## src/rtl/mem_arb_pkg.sv

```systemverilog
// Shared types and default widths for the main-memory port arbiter.
package mem_arb_pkg;

    typedef enum logic [1:0] {IDLE, BUSY, DONE} state_t;
    typedef enum logic {REQ_IC, REQ_DC} req_id_t;

    localparam int unsigned ADDR_W_DEF = 26;
    localparam int unsigned DATA_W_DEF = 128;

endpackage

```

## src/rtl/mem_port_arbiter_rr_pick2.sv

```systemverilog
// Two-way round-robin picker: on a tie the requester not granted last time wins.
module rr_pick2 (
    input  logic ic_req,
    input  logic dc_req,
    input  logic last_dc,
    output logic gnt_valid,
    output logic gnt_dc
);

    always_comb begin
        gnt_valid = ic_req | dc_req;
        gnt_dc    = dc_req & (~ic_req | ~last_dc);
    end

endmodule

```

## src/rtl/mem_port_arbiter.sv

```systemverilog
// Shares the single line-wide main-memory port between IC fill and DC fill/writeback,
// holding address/data for LATENCY cycles and pulsing done to the granted requester.
module mem_port_arbiter
    import mem_arb_pkg::*;
#(
    parameter int unsigned ADDR_W  = ADDR_W_DEF,
    parameter int unsigned DATA_W  = DATA_W_DEF,
    parameter int unsigned LATENCY = 5
) (
    input  logic              clk,
    input  logic              reset,
    input  logic              ic_req,
    input  logic [ADDR_W-1:0] ic_addr,
    output logic              ic_done,
    output logic [DATA_W-1:0] ic_rdata,
    input  logic              dc_req,
    input  logic              dc_we,
    input  logic [ADDR_W-1:0] dc_addr,
    input  logic [DATA_W-1:0] dc_wdata,
    output logic              dc_done,
    output logic [DATA_W-1:0] dc_rdata,
    output logic [ADDR_W-1:0] mem_raddr,
    output logic [ADDR_W-1:0] mem_waddr,
    output logic [DATA_W-1:0] mem_wdata,
    output logic              mem_we,
    input  logic [DATA_W-1:0] mem_rdata,
    output logic              busy
);

    localparam logic [3:0] CNT_INIT = 4'(LATENCY - 1);

    state_t            state_q, state_d;
    logic [3:0]        cnt_q, cnt_d;
    req_id_t           last_grant_q, last_grant_d;
    req_id_t           gnt_id_q, gnt_id_d;
    logic [ADDR_W-1:0] addr_q, addr_d;
    logic              we_q, we_d;
    logic [DATA_W-1:0] wdata_q, wdata_d;
    logic [DATA_W-1:0] ic_rdata_q, ic_rdata_d;
    logic [DATA_W-1:0] dc_rdata_q, dc_rdata_d;
    logic              ic_done_q, ic_done_d;
    logic              dc_done_q, dc_done_d;
    logic              pick_valid;
    logic              pick_dc;

    rr_pick2 u_rr_pick2 (
        .ic_req    (ic_req),
        .dc_req    (dc_req),
        .last_dc   (last_grant_q == REQ_DC),
        .gnt_valid (pick_valid),
        .gnt_dc    (pick_dc)
    );

    always_comb begin
        state_d      = state_q;
        cnt_d        = cnt_q;
        last_grant_d = last_grant_q;
        gnt_id_d     = gnt_id_q;
        addr_d       = addr_q;
        we_d         = we_q;
        wdata_d      = wdata_q;
        ic_rdata_d   = ic_rdata_q;
        dc_rdata_d   = dc_rdata_q;
        ic_done_d    = 1'b0;
        dc_done_d    = 1'b0;
        case (state_q)
            IDLE: begin
                if (pick_valid) begin
                    gnt_id_d     = pick_dc ? REQ_DC : REQ_IC;
                    last_grant_d = pick_dc ? REQ_DC : REQ_IC;
                    addr_d       = pick_dc ? dc_addr : ic_addr;
                    we_d         = pick_dc & dc_we;
                    wdata_d      = pick_dc ? dc_wdata : '0;
                    cnt_d        = CNT_INIT;
                    state_d      = BUSY;
                end
            end
            BUSY: begin
                // Final access cycle: capture read data so done lands one cycle later.
                if (cnt_q == 4'd0) begin
                    state_d = DONE;
                    if (gnt_id_q == REQ_DC) begin
                        dc_done_d = 1'b1;
                        if (!we_q) begin
                            dc_rdata_d = mem_rdata;
                        end
                    end else begin
                        ic_done_d  = 1'b1;
                        ic_rdata_d = mem_rdata;
                    end
                end else begin
                    cnt_d = cnt_q - 4'd1;
                end
            end
            DONE: begin
                state_d = IDLE;
            end
            default: begin
                state_d = IDLE;
            end
        endcase
    end

    always_ff @(posedge clk) begin
        if (reset) begin
            state_q      <= IDLE;
            cnt_q        <= '0;
            last_grant_q <= REQ_IC;
            gnt_id_q     <= REQ_IC;
            addr_q       <= '0;
            we_q         <= 1'b0;
            wdata_q      <= '0;
            ic_rdata_q   <= '0;
            dc_rdata_q   <= '0;
            ic_done_q    <= 1'b0;
            dc_done_q    <= 1'b0;
        end else begin
            state_q      <= state_d;
            cnt_q        <= cnt_d;
            last_grant_q <= last_grant_d;
            gnt_id_q     <= gnt_id_d;
            addr_q       <= addr_d;
            we_q         <= we_d;
            wdata_q      <= wdata_d;
            ic_rdata_q   <= ic_rdata_d;
            dc_rdata_q   <= dc_rdata_d;
            ic_done_q    <= ic_done_d;
            dc_done_q    <= dc_done_d;
        end
    end

    // Write strobe is gated by reset so an aborted writeback never commits.
    assign mem_we    = (state_q == BUSY) && (cnt_q == 4'd0) && we_q && !reset;
    assign mem_raddr = addr_q;
    assign mem_waddr = addr_q;
    assign mem_wdata = wdata_q;
    assign ic_done   = ic_done_q;
    assign dc_done   = dc_done_q;
    assign ic_rdata  = ic_rdata_q;
    assign dc_rdata  = dc_rdata_q;
    assign busy      = (state_q != IDLE);

endmodule

```

## config.mk

```make
export PLATFORM = sky130hd
export DESIGN_NAME = mem_port_arbiter
export DESIGN_NICKNAME = d
export VERILOG_FILES = /design/src/rtl/mem_arb_pkg.sv /design/src/rtl/mem_port_arbiter_rr_pick2.sv /design/src/rtl/mem_port_arbiter.sv
export SDC_FILE = /design/constraint.sdc
export NUM_CORES = 1
export LEC_CHECK = 0
export ABC_AREA = 1
export CORE_AREA = 2 2 290 292
export DETAILED_ROUTE_END_ITERATION = 12
export DIE_AREA = 0 0 292 294
export SLEW_MARGIN = 5
export SYNTH_ARGS = -nofsm -noshare
export SYNTH_HDL_FRONTEND = slang
export SYNTH_HIERARCHICAL = 1
export SYNTH_SLANG_ARGS = --single-unit
```

## constraint.sdc

```tcl
create_clock -name clk -period 2.8 [get_ports clk]
set_input_delay 0.56 -clock clk [delete_from_list [all_inputs] [get_ports clk]]
set_output_delay 0.56 -clock clk [all_outputs]
set_load 0.005 [all_outputs]
```

==> impl_metrics.json <==
{
  "max_freq_mhz": 399,
  "fin_crit_ns": 2.51,
  "crit_path_end_kind": "output port",
  "cp_max_fo": 3,
  "drt-initial-drc-count": 512,
  "antenna_found_initial": 12,
  "wirelength_um": 63400,
  "viasPerCell": 3.95,
  "grt_usage_pct": 14.0,
  "yosysTopAreaCellShare_pct": 55.2,
  "outcome": "finished, final reports clean",
  "synth_area_um2": 15200,
  "fp.coreArea_um2": 82900,
  "crit_arrival_ns": 1.95,
  "numPortBuffers": 752,
  "avgSynthCellArea_um2": 7.87,
  "cts_sinks": 420,
  "synthMuxAreaShare_pct": 0,
  "timing.final.max_slew_violations": 0,
  "holdBufCountCts": 0,
  "rsz0062_at_grt": "no",
  "postRouteAntennaNets": 0,
  "initial_utilization_pct": 18.4,
  "power_mw": 17.5,
  "setup_violations": 0,
  "syn_to_final_growth_pct": 65.7,
  "grt_overflow_total": 0,
  "p_per_area_nw_per_um2": 693,
  "place.gp.congestion": 0.801,
  "min_path_cells": 4,
  "startpoint": "cnt_q[0]$_SDFFE_PP0P_",
  "pin_count": 753,
  "synth-adder-area-share_pct": 0.0822,
  "dp_hpwl_um": 47800,
  "synth_cell_types": 28,
  "cts_tree": "yes",
  "hold_class": "primary input to flop",
  "synth_seq_area_share_pct": 55.2,
  "synth_compound_area_share_pct": 14.6,
  "vias": 14800,
  "synth_area_leaders": "dfxtp_1 55%, nor2_1 13%, o21ai_0 11%, nand2_1 5.3%, inv_1 4.0%",
  "min_to": "state_q[1]$_SDFFE_PP0P_",
  "tightest_slew_ns": 0.693,
  "drive_above_1_share_pct": 4.89,
  "relSlewSlack_pct": 53.8,
  "grt_start_max_net_pins": 143,
  "cts_resized": 1,
  "grt_pass1_vias": 14100,
  "synth_top_family_by_area": "simple AND/OR/NAND/NOR gates",
  "tns_ns": 0,
  "final_nets": 2933,
  "cap_violations": 0,
  "critPathRequiredTime_ns": 2.24,
  "finalClockSkew_ns": 0.0167,
  "clockRootBuffer": "clkbuf_16",
  "r2r-start": "cnt_q[0]$_SDFFE_PP0P_",
  "synthSimpleGateAreaFrac_pct": 19.1,
  "die_y_um": 294,
  "leakage_nw": 9.64,
  "num_rows": 106,
  "rr_endpoint": "dc_rdata[12]$_SDFFE_PP0P_",
  "numCtsBuffers": 49,
  "crit_type": "flop to output port",
  "grt_pass1_wl_um": 91200,
  "die_w_um": 292,
  "drc": 0,
  "dieArea_um2": 85800,
  "peakVddDrop_v": 0.000353,
  "dpl.cell_count": 3648,
  "final_cells": 3742,
  "worst_setup_path_start_kind": "flop",
  "clk_latency_ns": 0.58,
  "wl_per_cell_um": 16.9,
  "ys_ff_latch": 420,
  "htreeDepth": 2,
  "syn_nets": 2250,
  "hold_violations": 0,
  "fin_crit_sh_pct": 89.5,
  "dr.pass1.iters": 5,
  "synth_xor_xnor_area_share_pct": 0,
  "holdCritStartpoint": "reset",
  "clockBufferDepth": 3,
  "timing.reg2reg.worst_path_depth": 8,
  "synth_top_cell_by_area": "dfxtp_1",
  "rrSetupSlack_ns": 0.95,
  "ys_warn_count": 6,
  "path_clk_slew_ns": 0.06,
  "postCtsSetupBuffers": 0,
  "syn_inst": 1936
}
==> how the worst max path moves through the flow <==
stage | slack [ns] | cells after the start | end
4_1_cts | 0.23 | 7 | mem_we
3_5_place_dp | 0.36 | 8 | mem_wdata[102]$_SDFFE_PP0P_
6_report | 0.29 | 7 | mem_we
2_1_floorplan | 1.11 | 4 | mem_we
5_1_grt | 0.14 | 7 | mem_we
3_3_place_gp | 0.41 | 8 | mem_wdata[115]$_SDFFE_PP0P_
==> cell usage after synthesis, drive strengths merged <==
cell	number
nor2	520
o22ai	1
inv	169
clkbuf	64
nand3	10
nor3	2
a21oi	31
nand2	217
or2	2
dfxtp	420
buf	88
ha	1
o21ai	411
==> stage by stage <==
stage	instance area (um2)	worst slack [ns]	hold WS, ns	utilization, %
after floorplan	15200	1.11	0.452	-
after global placement	23500	0.414	0.439	28.4
after detailed placement	23500	0.360	0.448	28.4
after CTS	25200	0.231	0.344	30.4
after global routing	25200	0.137	0.378	30.4
final	25200	0.295	0.391	30.4
==> cells by family after synthesis <==
kind of cell / after synthesis
fa+ha+maj: 1
flops: 420
buf+inv: 321
simple gates: 751
compound gates: 443
==> per-layer routing <==
metal,vias up,routed length (um),GRT usage [%]
met5,-,34,0
li1,7420,-,-
met1,6683,24200,15.0
met4,6,2370,5.70
met3,90,5920,5.29
met2,590,30800,24.9
==> final cells by class <==
cell class / instances / area (um2)
fillers: 8866 / 57700
inverters: 169 / 649
diodes: 4 / 10.0
repair buffers: 784 / 7950
multi-input cells: 1195 / 5150
clock buffers: 74 / 1490
clock inverters: 16 / 219
well taps: 1080 / 1350
flip-flops and latches: 420 / 8410
==> sequential cells by signal, indices dropped and copies added, names as in the netlist <==
signal and count:
cnt_q 4, dc_done 1, dc_rdata 128, gnt_id_q 1, ic_done 1, ic_rdata 128, mem_raddr 26, mem_wdata 128
state_q 2, we_q 1
==> power breakdown <==
group	total, mW	internal, mW	leakage, nW	switching, mW
Sequential	6.99	6.62	3.42	0.375
Combinational	3.75	2.02	5.37	1.73
Clock	6.75	4.13	0.846	2.62
==> critical path, cell delays in order, from the launching register on <==
cell	delay, ns
dfxtp_1	0.32
inv_1	0.08
ha_1	0.23
nand2_4	0.09
nor2_8	0.12
nand3_1	0.12
nor2_1	0.10
dlygate4sd2_1	0.30
==> layout by cell type (no fill, tap or decap), types with 2 or more instances in the layout <==
cell / netlist / routed
inv_1: 161 / 161
inv_4: 1 / 4
buf_4: 37 / 17
buf_12: 1 / 15
clkbuf_1: 41 / 10
clkbuf_8: 0 / 13
o21ai_0: 321 / 321
inv_6: 0 / 4
inv_2: 7 / 3
a21oi_1: 31 / 30
nor2_1: 518 / 518
nand3_1: 6 / 6
nand3_4: 2 / 3
diode_2: 0 / 4
bufinv_16: 0 / 5
o21ai_1: 90 / 90
dfxtp_1: 420 / 420
nand2_1: 216 / 216
clkdlybuf4s50_1: 0 / 750
clkinv_2: 0 / 7
nor3_1: 2 / 2
clkbuf_16: 0 / 51
No activity file was read; power rests on OpenSTA's default activity.
